==> src/rtl/path_tracer.sv <==
//------------------------------------------------------------------------------
// path_tracer : walks a solved cost/direction field back from a destination to
//               the source and streams the visited cells out.
// Revision    : 1.0 - initial release
//------------------------------------------------------------------------------
`default_nettype none

module path_tracer #(
  parameter int COLS      = 16,
  parameter int ROWS      = 16,
  parameter int XW        = 4,
  parameter int YW        = 4,
  parameter int MAX_STEPS = 256
) (
  input  logic          clk,
  input  logic          rst,
  input  logic          start,
  input  logic [XW-1:0] dst_x,
  input  logic [YW-1:0] dst_y,
  output logic          busy,
  output logic          rd_en,
  output logic [XW-1:0] rd_x,
  output logic [YW-1:0] rd_y,
  input  logic [11:0]   rd_cost,
  input  logic [2:0]    rd_dir,
  output logic          step_valid,
  input  logic          step_ready,
  output logic [XW-1:0] step_x,
  output logic [YW-1:0] step_y,
  output logic [2:0]    step_dir,
  output logic          step_last,
  output logic          done,
  output logic [1:0]    status,
  output logic [15:0]   step_count
);

  typedef enum logic [2:0] {
    S_IDLE = 3'd0,
    S_RD   = 3'd1,
    S_EVAL = 3'd2,
    S_EMIT = 3'd3,
    S_DONE = 3'd4
  } state_t;

  localparam logic [1:0]  ST_OK      = 2'd0;
  localparam logic [1:0]  ST_UNREACH = 2'd1;
  localparam logic [1:0]  ST_BOUNDS  = 2'd2;
  localparam logic [1:0]  ST_OVERRUN = 2'd3;
  localparam logic [11:0] COST_INF   = 12'hFFF;
  localparam logic [15:0] STEP_LIMIT = 16'(MAX_STEPS);

  state_t        state;
  logic [XW-1:0] cur_x, next_x;
  logic [YW-1:0] cur_y, next_y;

  int            dx, dy, nx, ny;
  logic          next_oob;
  logic          dst_oob;
  logic [XW-1:0] nx_c;
  logic [YW-1:0] ny_c;

  // Neighbour addressed by the direction just read; signed so edges never wrap.
  always_comb begin
    dx = 0;
    dy = 0;
    case (rd_dir)
      3'd0: begin dx =  0; dy = -1; end
      3'd1: begin dx =  1; dy = -1; end
      3'd2: begin dx =  1; dy =  0; end
      3'd3: begin dx =  1; dy =  1; end
      3'd4: begin dx =  0; dy =  1; end
      3'd5: begin dx = -1; dy =  1; end
      3'd6: begin dx = -1; dy =  0; end
      default: begin dx = -1; dy = -1; end
    endcase
    nx       = int'(cur_x) + dx;
    ny       = int'(cur_y) + dy;
    next_oob = (nx < 0) || (nx >= COLS) || (ny < 0) || (ny >= ROWS);
    nx_c     = nx[XW-1:0];
    ny_c     = ny[YW-1:0];
    dst_oob  = (int'(dst_x) >= COLS) || (int'(dst_y) >= ROWS);
  end

  always_ff @(posedge clk) begin
    if (rst) begin
      state      <= S_IDLE;
      cur_x      <= '0;
      cur_y      <= '0;
      next_x     <= '0;
      next_y     <= '0;
      busy       <= 1'b0;
      rd_en      <= 1'b0;
      rd_x       <= '0;
      rd_y       <= '0;
      step_valid <= 1'b0;
      step_x     <= '0;
      step_y     <= '0;
      step_dir   <= '0;
      step_last  <= 1'b0;
      done       <= 1'b0;
      status     <= ST_OK;
      step_count <= '0;
    end else begin
      case (state)
        S_IDLE: begin
          if (start) begin
            cur_x      <= dst_x;
            cur_y      <= dst_y;
            step_count <= '0;
            busy       <= 1'b1;
            if (dst_oob) begin
              status <= ST_BOUNDS;
              done   <= 1'b1;
              state  <= S_DONE;
            end else begin
              status <= ST_OK;
              rd_en  <= 1'b1;
              rd_x   <= dst_x;
              rd_y   <= dst_y;
              state  <= S_RD;
            end
          end
        end
        S_RD: begin
          rd_en <= 1'b0;
          state <= S_EVAL;
        end
        S_EVAL: begin
          if (rd_cost == COST_INF) begin
            status <= ST_UNREACH;
            done   <= 1'b1;
            state  <= S_DONE;
          end else if (step_count == STEP_LIMIT) begin
            status <= ST_OVERRUN;
            done   <= 1'b1;
            state  <= S_DONE;
          end else if (rd_cost == 12'd0) begin
            step_valid <= 1'b1;
            step_x     <= cur_x;
            step_y     <= cur_y;
            step_dir   <= 3'd0;
            step_last  <= 1'b1;
            state      <= S_EMIT;
          end else if (next_oob) begin
            status <= ST_BOUNDS;
            done   <= 1'b1;
            state  <= S_DONE;
          end else begin
            step_valid <= 1'b1;
            step_x     <= cur_x;
            step_y     <= cur_y;
            step_dir   <= rd_dir;
            step_last  <= 1'b0;
            next_x     <= nx_c;
            next_y     <= ny_c;
            state      <= S_EMIT;
          end
        end
        S_EMIT: begin
          if (step_ready) begin
            step_valid <= 1'b0;
            if (step_count != 16'hFFFF) step_count <= step_count + 16'd1;
            if (step_last) begin
              status <= ST_OK;
              done   <= 1'b1;
              state  <= S_DONE;
            end else begin
              cur_x <= next_x;
              cur_y <= next_y;
              rd_en <= 1'b1;
              rd_x  <= next_x;
              rd_y  <= next_y;
              state <= S_RD;
            end
          end
        end
        S_DONE: begin
          done  <= 1'b0;
          busy  <= 1'b0;
          state <= S_IDLE;
        end
        default: state <= S_IDLE;
      endcase
    end
  end

endmodule

`default_nettype wire

==> config.mk <==
export PLATFORM = sky130hd
export DESIGN_NAME = path_tracer
export DESIGN_NICKNAME = d
export VERILOG_FILES = /design/src/rtl/path_tracer.sv
export SDC_FILE = /design/constraint.sdc
export NUM_CORES = 1
export LEC_CHECK = 0
export BUFFER_PORTS_ARGS = -buffer_cell sky130_fd_sc_hd__buf_2
export CORE_UTILIZATION = 49
export CTS_CLUSTER_DIAMETER = 200
export CTS_CLUSTER_SIZE = 14
export DETAILED_ROUTE_END_ITERATION = 6
export PLACE_DENSITY = 0.76
export SETUP_SLACK_MARGIN = 0.3
export SKIP_LAST_GASP = 1
export SLEW_MARGIN = 20
export SYNTH_ARGS = -nofsm -noshare
export SYNTH_HDL_FRONTEND = slang
export SYNTH_SLANG_ARGS = --single-unit
export TNS_END_PERCENT = 30
==> constraint.sdc <==
create_clock -name clk -period 3.95 [get_ports clk]
set_input_delay 0.9875 -clock clk [delete_from_list [all_inputs] [get_ports clk]]
set_output_delay 0.9875 -clock clk [all_outputs]
set_load 0.05 [all_outputs]
## Word level (Yosys, flattened, before mapping)

Cells that the tools add are included.

| cells by class | value |
|---|---|
| add/sub/neg operators | 3 |
| multipliers | 0 |
| divide/modulo/power cells | 0 |
| magnitude comparators | 4 |
| equality and inequality tests | 24 |
| shifts and indexed selects | 0 |
| multiplexer cells | 56 |
| bitwise gates (word level) | 4 |
| reduce and logical (&&, ||, !) cells | 26 |

Operator list:

| cell | number |
|---|---|
| $pmux W32 S2 | 2 |
| $add A5 B32 Y32 | 2 |
| $ge A32 B6 Y1 const B | 2 |
| $lt A32 B1 Y1 const B | 2 |
| $mux W16 | 3 |
| $mux W4 | 10 |
| $pmux W16 S2 | 1 |
| $mux W3 | 9 |
| $add A16 B1 Y16 const B | 1 |
| $eq A16 B9 Y1 const B | 1 |
| $mux W1 | 16 |
| $ne A16 B16 Y1 const B | 1 |
| $pmux W4 S2 | 2 |
| $reduce_and A4 Y1 | 4 |
| $reduce_and A5 Y1 | 3 |
| $mux W2 | 7 |
| $ne A2 B2 Y1 const B | 7 |
| $eq A12 B12 Y1 const B | 1 |
| $eq A3 B2 Y1 const B | 4 |
| $eq A3 B3 Y1 const B | 4 |
| $logic_not A12 Y1 | 1 |
| $pmux W3 S4 | 1 |
| $reduce_bool A3 Y1 | 3 |
| $ne A4 B4 Y1 const B | 2 |
| other kinds (14) | 28 |

| storage, ports and cells | value |
|---|---|
| bits in registers | 53 |
| bits in latches | 0 |
| RAM bits | 0 |
| ROM bits | 0 |
| output and inout bits | 42 |
| memories | 0 |

## Logic depth before layout (Yosys ltp)

Gate-level depths: netlist of run 1.

| depth | value |
|---|---|
| depth after elaboration | 13 |
| gate-level depth with buffers | 15 |

## Worst setup path after synthesis of run 1

OpenSTA, ideal clock, no wires.

| timing | value |
|---|---|
| kind | input to register |
| from | input rd_dir[0] |
| to | register next_x[0] |
| setup time | 0.071 ns |
| arrival time | 4.064 ns |
| slack | -0.184 ns |
| stages on the path | 15 |
| path buffers | 2 |
| path through | and3_1 -> or2_2 -> ha_1 -> o21ai_0 -> o21bai_1 -> inv_1 -> ha_1 -> nor4b_1 -> nand2_1 -> nor4_2 -> and4_1 -> buf_4 -> buf_4 -> nand3_1 -> a21oi_1 |

| between the ends | value |
|---|---|
| longest elaborated chain between the ends | 10 |

Ends and longest elaborated chain:

| element | RTL line | RTL |
|---|---|---|
| start, declared | 25 | `input logic [2:0] rd_dir,` |
| $eq A3 B2 Y1, or another cell as far along | 66 | `case (rd_dir)` |
| $reduce_or A3 Y1 (no line) / $reduce_or A2 Y1 (equally long branches) | n/a |  |
| $pmux W32 S2 | 66 |  |
| $add A5 B32 Y32 | 76 | `nx = int'(cur_x) + dx;` |
| $lt A32 B1 Y1 / $ge A32 B6 Y1 (equally long branches) | 78 | `next_oob = (nx < 0) \|\| (nx >= COLS) \|\| (ny < 0) \|\| (ny >= ROWS);` |
| $logic_or A1 B1 Y1 (3 in a row) | 78 |  |
| $not A1 Y1 (no line) | n/a |  |
| $reduce_and A5 Y1 (no line) | n/a |  |
| end signal, assigned | 154 | `next_x <= nx_c;` |
| end, declared | 53 | `logic [XW-1:0] cur_x, next_x;` |

Parallel ways exist; a longest one is shown, timed or not.
A chain may end at the register's enable or synchronous reset.

## Worst setup path in the final report of run 1

| timing | value |
|---|---|
| from | input rd_dir[0] |
| to | register state[1] |

| between the ends | value |
|---|---|
| longest elaborated chain between the ends | 13 |

Ends and longest elaborated chain:

| element | RTL line | RTL |
|---|---|---|
| $eq A3 B2 Y1, or another cell as far along | 66 |  |
| $reduce_or A3 Y1 (no line) / $reduce_or A2 Y1 (equally long branches) | n/a |  |
| $pmux W32 S2 | 66 |  |
| $add A5 B32 Y32 | 76 |  |
| $lt A32 B1 Y1 / $ge A32 B6 Y1 (equally long branches) | 78 |  |
| $logic_or A1 B1 Y1 (2 in a row) | 78 |  |
| $logic_or A1 B1 Y1 * | 78 |  |
| $mux W3 * | 144 | `end else if (next_oob) begin` |
| $mux W3 * | 137 | `end else if (rd_cost == 12'd0) begin` |
| $mux W3 * | 133 | `end else if (step_count == STEP_LIMIT) begin` |
| $mux W3 * | 129 | `if (rd_cost == COST_INF) begin` |
| $pmux W3 S4 * | 104 | `case (state)` |
| end signal, assigned | 132 | `state <= S_DONE;` |
| end signal, assigned | 136 | `state <= S_DONE;` |
| end signal, assigned | 143 | `state <= S_EMIT;` |
| end, declared | 52 | `state_t state;` |

Mark *: on every way between the ends. The rest lies on a longest branch, timed or not.

==> results of run 1 <==
==> cell type report <==
class / instances / area, sq um / area share, %
clock buffers: 5 / 68.8 / 1.61
multi-input cells: 287 / 2300 / 53.8
well taps: 77 / 96.3 / 2.26
repair buffers: 106 / 682 / 16.0
flip-flops and latches: 53 / 1060 / 24.9
clock inverters: 2 / 38.8 / 0.909
inverters: 7 / 26.3 / 0.615
==> repair_timing <==
item	in CTS	in global routing
setup buffers	9	2
pin swaps	7	3
gates resized for setup	31	15
gates cloned	1	0
endpoints found under the setup margin	24	25
==> metrics by stage <==
| stage | cells | hold WS [ns] |
|---|---|---|
| finish | 537 | 0.474 |
| global route | 537 | 0.505 |
| CTS | 535 | 0.477 |
| detailed placement | 518 | 0.446 |
| global placement | 518 | 0.432 |
| floorplan | 361 | 0.450 |
==> logic make-up (layout without fill, tap and decap cells) <==
| kind of cell | Yosys count | in the layout | synth area share (%) |
|---|---|---|---|
| compound gates | 70 | 70 | 15.9 |
| xor+xnor | 18 | 18 | 4.92 |
| fa+ha+maj | 33 | 33 | 13.4 |
| buf+inv | 21 | 120 | 3.67 |
| flops | 53 | 53 | 33.1 |
| mux | 10 | 10 | 3.24 |
| simple gates | 156 | 156 | 25.8 |
==> synth_stat cells (6+ instances only) <==
cell	number
xor2_1	9
ha_1	31
a311oi_1	12
mux2i_1	9
dfxtp_1	53
nor2_1	53
xnor2_1	9
inv_1	7
a21oi_1	19
nand3_1	13
nor3_1	9
clkbuf_1	7
nand4_1	10
a21o_1	7
nor4_1	6
o21ai_0	11
nand2_1	29
==> critical path, cell delays in order <==
cell and delay (ns):
buf_6 0.10, and3_4 0.17, or2_4 0.28, fa_2 0.35, and3b_2 0.26, o32ai_1 0.41, ha_2 0.22, nand2_1 0.08
nor4_4 0.32, buf_4 0.18, a41oi_4 0.11, buf_4 0.20, buf_4 0.13, a2111oi_2 0.27
==> power by group <==
group / total [mW] / switching (mW) / internal [mW]
combinational: 0.294 / 0.163 / 0.131
sequential: 0.565 / 0.0189 / 0.546
clock: 0.367 / 0.179 / 0.188
==> worst max path at each step <==
| stage | start | to | slack [ns] | depth (start not counted) |
|---|---|---|---|---|
| detailed placement | rd_dir[1] | next_y[3]$_SDFFE_PP0P_ | -0.40 | 14 |
| floorplan | rd_dir[0] | step_dir[0]$_SDFFE_PP0P_ | 0.09 | 13 |
| finish | rd_dir[0] | state[1]$_SDFFE_PP0P_ | 0.10 | 14 |
| global route | rd_dir[0] | state[1]$_SDFFE_PP0P_ | -0.007 | 14 |
| global placement | rd_dir[1] | next_y[2]$_SDFFE_PP0P_ | -0.22 | 14 |
| CTS | rd_dir[0] | state[1]$_SDFFE_PP0P_ | 0.19 | 15 |
==> metal layers <==
layer  track usage, %  vias up  part of all wire (%)
met5                0        -                     0
met4             7.05        0                   1.4
met3             3.88       15                   4.9
met2             44.3       76                    53
met1             28.0     1476                    41
li1                 -     1516                     -
==> flip-flops by register name, indices dropped and copies added, names as in the netlist, 4 cells and up <==
| signal | count |
|---|---|
| cur_x | 4 |
| cur_y | 4 |
| next_x | 4 |
| next_y | 4 |
| step_count | 16 |
| step_x | 4 |
| step_y | 4 |
==> reports/qor.txt, run 1 <==
Outcome: finished clean
Unrepaired setup endpoints after global routing: true
Rel. slew slack: 28.6%
First-pass GRT wire length: 13600 microns
Initial antenna violation count: 0
Most common cell after layout, fill and taps aside: buf_2
Share of layout cells above drive strength 1: 34.8%
EDFF count, synth: 0
# diodes: 0
Cell accounting for the most synthesized area: dfxtp_1
Hold wc startpoint: next_y[0]$_SDFFE_PP0P_
Highest clock rate: 0.260 GHz
Worst setup SP type: primary input
Post-CTS Hold Fix Bufs: 0
Final net count: 520
GPL Wtd Cong: 0.837
Fin crit share: 97.4%
Initial Util: 50.7%
Vias per inst: 5.74
Crit-path max FO: 5
TritonCTS buffer count: 5
Final min period: 3.85 ns
Syn_area_per_cell: 8.87 sq um
Arr. time, crit path: 4.05 ns
Clk pin slew, worst setup/hold paths: 0.10 ns
Final Setup Violations: 0
Critical R2R Launch: cur_y[3]$_SDFFE_PP0P_
CTS tree: yes
Post-route cell area: 4270 sq um
DRC: 0
DR pass1 iterations: 4
Final worst-path setup slack: 0.101 ns
Worst skew pair latency: 0.30 ns
Area Overhead vs Synth: 33.3%
Clk root buf: clkbuf_8
Area after DPL: 3800 sq um
CP endpoint kind: flop
CORE AREA: 6310 sq um
R2R Setup Slk: 0.68 ns
H-tree levels: 2
Pre-CTS setup slack: -0.397 ns
Number of global-route vias before repair: 2941
Io pins: 69
CP required: 4.15 ns
Worst Hold Path EP: cur_y[0]$_SDFFE_PP0P_
Wire per inst: 15.6 microns
PortBufs: 68
Chip width: 82.9 microns
Worst min path class: flop to flop
Share of the synthesized area in the top cell type: 33.1%
Syn Inst Count: 361
Syn_nets: 421
Die area: 6860 sq um
Vias: 3083
Cell count of the worst reg-to-reg path: 13
Total grt overflow: 0
Worst Tran Pin Value: 1.07 ns
Synthesized flop and latch total: 53
Yosys warns: 0
Hold-critical path depth: 2
Mapped cell area: 3200 sq um
VDD IR max: 0.216 mV
Post-DP HPWL: 5660 microns
Most frequent cells in the layout: buf_2, dfxtp_1, nor2_1
Critical path type: primary input to flop
Post-synthesis cell type count: 52
CTS max path bufs: 2
Final Hold Violating Endpoints: 0
Largest net degree at the start of global routing: 40
Setup TNS: 0 ns
Routed wire length: 8370 microns
Lkg Pwr: 1.85 nW
Total power: 1.23 mW
Filler cells: 506
Top cells by area, synth: dfxtp_1, ha_1, nor2_1, nand2_1, a311oi_1
Ys flop type: dfxtp_1
Drt first-iter violations: 87
Utilization after layout: 67.6%
Seq/Total Area, Yosys: 33.1%
Slew Viols, Final: 0
Sink Count: 53
Die Y: 82.9 microns
# rows: 29
Post-route ant nets: 0
Setup Skew: 0.00703 ns
Global-route total usage across every layer: 23.9%
Async set or reset register ratio after synthesis: 0%
Worst reg2reg path endpoint: state[1]$_SDFFE_PP0P_
Number of max-cap violations: 0
PwrDens: 287 nW/um^2
Note: power is estimated with default switching activity, not from simulation.
==> inputs of run 2 (changes only) <==
- RECOVER_POWER: not set -> 100
==> run 2 against run 1 <==
Against the previous run: the run now ends with max-capacitance violations, max-slew violations left; total power is 0.32% lower; combinational power is 1% lower; via count hardly changed; maximum frequency is 0.53% lower; global-route usage stayed put; register-to-register slack worse by 0.05 ns; critical path depth is 2 higher; clock power hardly changed; core utilization is 0.97 points lower; critical path type unchanged; largest power group unchanged; highest routed layer unchanged.
==> reports/qor.txt, run 2 (same netlist as run 1, synthesis figures left out) <==
Initial Util: 50.7%
# rows: 29
Hold-critical path depth: 2
CTS tree: yes
Final Hold Violating Endpoints: 0
Setup Skew: 0.00873 ns
DR pass1 iterations: 4
Slew Viols, Final: 40
Filler cells: 535
Register area: 1060 sq um
CTS max path bufs: 2
Final min period: 3.87 ns
Final Setup Violations: 0
CP most frequent cell: buf_6
Sink Count: 53
Chip width: 82.9 microns
Cell count of the worst reg-to-reg path: 14
Post-route insts no fill: 537
Footprint of the multi-input gates: 2290 sq um
R2R Setup Slk: 0.63 ns
PwrDens: 290 nW/um^2
Highest clock rate: 0.258 GHz
Crit-path max FO: 6
Hold wc startpoint: next_y[0]$_SDFFE_PP0P_
Post-route ant nets: 0
Number of max-cap violations: 1
Clk root buf: clkbuf_8
PortBufs: 68
Vias per inst: 5.75
H-tree levels: 2
Post-DP HPWL: 5660 microns
Clk pin slew, worst setup/hold paths: 0.10 ns
Arr. time, crit path: 4.00 ns
Most common cell after layout, fill and taps aside: dfxtp_1
Share of layout cells above drive strength 1: 24.8%
Most frequent cells in the layout: dfxtp_1, nor2_1, clkbuf_1
Worst Tran Pin Value: 1.71 ns
Cell at the slowest stage of the critical path: nor4_2
Wire per inst: 15.6 microns
Placed cells: 518
Violated checks: max-capacitance violations, max-slew violations
Critical path type: primary input to flop
Number of flip-flops in the largest register: 16
Initial antenna violation count: 0
Lkg Pwr: 1.67 nW
Outcome: finished, violations left
Worst Hold Path EP: cur_y[0]$_SDFFE_PP0P_
# diodes: 0
Io pins: 69
CP required: 4.08 ns
Total power: 1.22 mW
Die Y: 82.9 microns
Largest Register: step_count
CP Cell Sequence: buf_6 -> and3_4 -> or2_4 -> ha_4 -> and3b_2 -> o32ai_1 -> ha_2 -> nor4_2 -> nand4_1 -> nor4_4 -> buf_4 -> a41oi_4 -> buf_6 -> buf_12 -> a32oi_1 -> nor2_1
Post-CTS Hold Fix Bufs: 0
Largest net degree at the start of global routing: 40
Worst skew pair latency: 0.30 ns
Worst setup SP type: primary input
Unrepaired setup endpoints after global routing: true
Critical R2R Launch: cur_y[3]$_SDFFE_PP0P_
CP endpoint kind: flop
Fin crit share: 98.0%
Rel. slew slack: -14.3%
Worst min path class: flop to flop
Final net count: 520
CP peak stage delay: 0.34 ns
VDD IR max: 0.214 mV
Global-route total usage across every layer: 23.9%
DRC: 0
First-pass GRT wire length: 13600 microns
GPL Wtd Cong: 0.837
TritonCTS buffer count: 5
Total grt overflow: 0
Worst reg2reg path endpoint: step_dir[0]$_SDFFE_PP0P_
Drt first-iter violations: 82
Vias: 3086
Area Overhead vs Synth: 31.4%
WP buf/inv: 4
Routed wire length: 8370 microns
Die area: 6860 sq um
Crit-path leading delay family: simple AND/OR/NAND/NOR gates
Number of global-route vias before repair: 2941
CORE AREA: 6310 sq um
==> run 2: cell types whose count changed in the layout (fill, tap and decap cells not counted) <==
cell	before	now
clkbuf_1	0	44
a21oi_1	19	20
buf_2	66	22
or3b_1	0	1
a21oi_2	1	0
or3b_4	1	0
==> run 2: worst max path at each step <==
stage | startpoint | endpoint | slack (ns) | depth (start not counted)
global route | rd_dir[0] | state[1]$_SDFFE_PP0P_ | -0.02 | 14
global placement | rd_dir[1] | next_y[2]$_SDFFE_PP0P_ | -0.22 | 14
detailed placement | rd_dir[1] | next_y[3]$_SDFFE_PP0P_ | -0.40 | 14
floorplan | rd_dir[0] | step_dir[0]$_SDFFE_PP0P_ | 0.09 | 13
CTS | rd_dir[0] | state[1]$_SDFFE_PP0P_ | 0.19 | 15
finish | rd_dir[0] | step_dir[0]$_SDFFE_PP0P_ | 0.08 | 16
==> run 2: through the flow <==
step | util [%] | TNS [ns] | hold slack [ns] | area, sq um | setup slack, ns
floorplan | - | 0 | 0.450 | 3250 | 0.0908
global placement | 60.2 | -4.14 | 0.432 | 3800 | -0.218
detailed placement | 60.2 | -5.99 | 0.446 | 3800 | -0.397
CTS | 66.1 | 0 | 0.477 | 4170 | 0.186
global route | 66.6 | -0.0319 | 0.507 | 4210 | -0.0199
finish | 66.6 | 0 | 0.475 | 4210 | 0.0806
==> run 2: final cells by class <==
type	instances	area share (%)
Multi-Input combinational cell	287	54.4
Sequential cell	53	25.2
Timing Repair Buffer	106	14.9
Tap cell	77	2.29
Clock buffer	5	1.64
Clock inverter	2	0.922
Inverter	7	0.624
==> run 2: timing repair <==
item | 4_1_cts | 5_1_grt
resized for setup | 31 | 15
gates cloned | 1 | 0
setup buffers | 9 | 2
pin swaps | 7 | 3
setup endpoints to repair | 24 | 25
hold endpoints to repair | 0 | 0
==> run 2: power by group <==
group	total (mW)	internal [mW]	switching [mW]
Sequential	0.565	0.546	0.0194
Clock	0.366	0.188	0.178
Combinational	0.290	0.127	0.163
==> run 2: per-layer routing <==
metal | track usage [%] | vias up | wire length (microns)
li1 | - | 1520 | -
met4 | 7.05 | 0 | 157
met1 | 28.0 | 1478 | 3470
met2 | 44.3 | 73 | 4410
met3 | 3.88 | 15 | 342
met5 | 0 | - | 0
==> run 2: worst reg2reg max path: stages, from the launching register on <==
cell and delay [ns]:
dfxtp_1 0.53, inv_1 0.13, ha_4 0.27, and3b_2 0.31, o32ai_1 0.14, ha_2 0.20, nor4_2 0.34, nand4_1 0.19
nor4_4 0.21, buf_4 0.18, a41oi_4 0.11, buf_6 0.17, buf_12 0.13, a32oi_1 0.18, nor2_1 0.06
==> inputs of run 3 (changes only) <==
--- a/config.mk
+++ b/config.mk
@@ -8,3 +8,5 @@
 export BUFFER_PORTS_ARGS = -buffer_cell sky130_fd_sc_hd__buf_2
-export CORE_UTILIZATION = 49
+export CELL_PAD_IN_SITES_DETAIL_PLACEMENT = 1
+export CELL_PAD_IN_SITES_GLOBAL_PLACEMENT = 1
+export CORE_UTILIZATION = 37
 export CTS_CLUSTER_DIAMETER = 200
@@ -12,3 +14,3 @@
 export DETAILED_ROUTE_END_ITERATION = 6
-export PLACE_DENSITY = 0.76
+export PLACE_DENSITY_LB_ADDON = 0.1
 export RECOVER_POWER = 100
--- a/constraint.sdc
+++ b/constraint.sdc
@@ -3,2 +3,2 @@
 set_output_delay 0.9875 -clock clk [all_outputs]
-set_load 0.05 [all_outputs]
+set_load 0.01 [all_outputs]
==> run 3 against run 2 <==
Against the previous run: the flow now finishes without violations; die area rose by 32%; first-iteration DRC count rose by 16%; clock power fell by 13%; hold slack got worse by 0.014 ns; total power fell by 7.5%; count of clock-buffer cells in the layout rose by 1; non-clock buffer count rose by 1; final cell count rose by 5.6%; critical path depth fell by 1; critical path type unchanged; critical endpoint is now step_y[2]$_SDFFE_PP0P_; highest routed layer unchanged.
==> reports/qor.txt, run 3 (same netlist as run 1, synthesis figures left out) <==
Outcome: finished clean
Fin crit share: 97.4%
Routed wire length: 9510 microns
Pre-CTS setup slack: -0.420 ns
Post-route cell area: 4120 sq um
Total grt overflow: 0
Post-route insts no fill: 567
CORE AREA: 8300 sq um
Sink Count: 53
Largest Register: step_count
CTS tree: yes
Clk root buf: clkbuf_8
Crit-path max FO: 11
Rel. slew slack: 6.23%
Final worst-path setup slack: 0.101 ns
Most frequent cells in the layout: nor2_1, dfxtp_1, clkbuf_1
Largest net degree at the start of global routing: 40
Initial Util: 38.6%
Number of flip-flops in the largest register: 16
Die Y: 95.0 microns
Fin Hold WS: 0.460 ns
Worst min path class: flop to flop
GPL Wtd Cong: 0.794
Post-route ant nets: 0
Number of global-route vias before repair: 3056
VDD IR max: 0.143 mV
Arr. time, crit path: 4.03 ns
Wire per inst: 16.8 microns
H-tree levels: 2
DRC: 0
Number of max-cap violations: 0
PwrDens: 274 nW/um^2
Vias: 3056
Share of layout cells above drive strength 1: 23.4%
PortBufs: 68
Worst skew pair latency: 0.31 ns
Placed cells: 552
Setup TNS: 0 ns
Vias per inst: 5.39
Area after DPL: 3880 sq um
Final net count: 521
Final Setup Violations: 0
Chip width: 95.0 microns
CP required: 4.13 ns
Total power: 1.13 mW
Critical path type: primary input to flop
TritonCTS buffer count: 5
CTS max path bufs: 2
Final Hold Violating Endpoints: 0
Post-DP HPWL: 6950 microns
Worst Tran Pin Value: 1.41 ns
Final min period: 3.85 ns
Initial antenna violation count: 0
Area Overhead vs Synth: 28.6%
Setup Skew: 0.0107 ns
# rows: 33
First-pass GRT wire length: 15300 microns
Unrepaired setup endpoints after global routing: true
Worst setup SP type: primary input
Utilization after layout: 49.6%
Lkg Pwr: 1.65 nW
# diodes: 0
Global-route total usage across every layer: 22.1%
Highest clock rate: 0.260 GHz
CP endpoint kind: flop
Slew Viols, Final: 0
Io pins: 69
Die area: 9030 sq um
Drt first-iter violations: 95
Clk pin slew, worst setup/hold paths: 0.10 ns
DR pass1 iterations: 4
## run 3: final cells by class
type | count | area (sq um)
Fill cell | 1006 | 4180
Inverter | 7 | 26.3
Clock buffer | 6 | 72.6
Timing Repair Buffer | 107 | 616
Sequential cell | 53 | 1060
Clock inverter | 2 | 13.8
Tap cell | 105 | 131
Multi-Input combinational cell | 287 | 2200
## run 3: power by group
| part | switching (mW) | internal [mW] |
|---|---|---|
| sequential | 0.0191 | 0.546 |
| clock | 0.190 | 0.127 |
| combinational | 0.130 | 0.118 |
## run 3: path summary, 6_finish.rpt
path	startpoint	end	slack (ns)	cells past startpoint
min reg2reg	done$_SDFFE_PP0P_	done$_SDFFE_PP0P_	0.46	1
max reg2reg	cur_y[0]$_SDFFE_PP0P_	step_y[2]$_SDFFE_PP0P_	0.72	13
max	rd_dir[0]	step_y[2]$_SDFFE_PP0P_	0.10	15
min	done$_SDFFE_PP0P_	done$_SDFFE_PP0P_	0.46	1
## run 3: repair_timing
action,4_1_cts,5_1_grt
pin swaps,20,9
gates cloned,1,0
setup buffers,4,2
endpoints found under the setup margin,27,27
resized for setup,34,4
hold buffers,0,0
## run 3: worst max-delay path, stage by stage
cell and delay (ns):
buf_8 0.10, and3_4 0.17, or2_4 0.28, fa_2 0.37
and3b_2 0.25, o32ai_4 0.23, ha_1 0.16, nor4bb_4 0.19
nand4_1 0.19, nor4_4 0.31, buf_4 0.18, a41oi_4 0.16
buf_12 0.21, mux2i_1 0.18, nor2_1 0.06
## run 3: per-layer routing
metal	up-vias	track usage (%)	share of wire, %
li1	1523	-	-
met4	0	4.92	0.86
met1	1481	29.4	48
met2	46	38.0	49
met3	6	2.55	2.2
met5	-	0	0
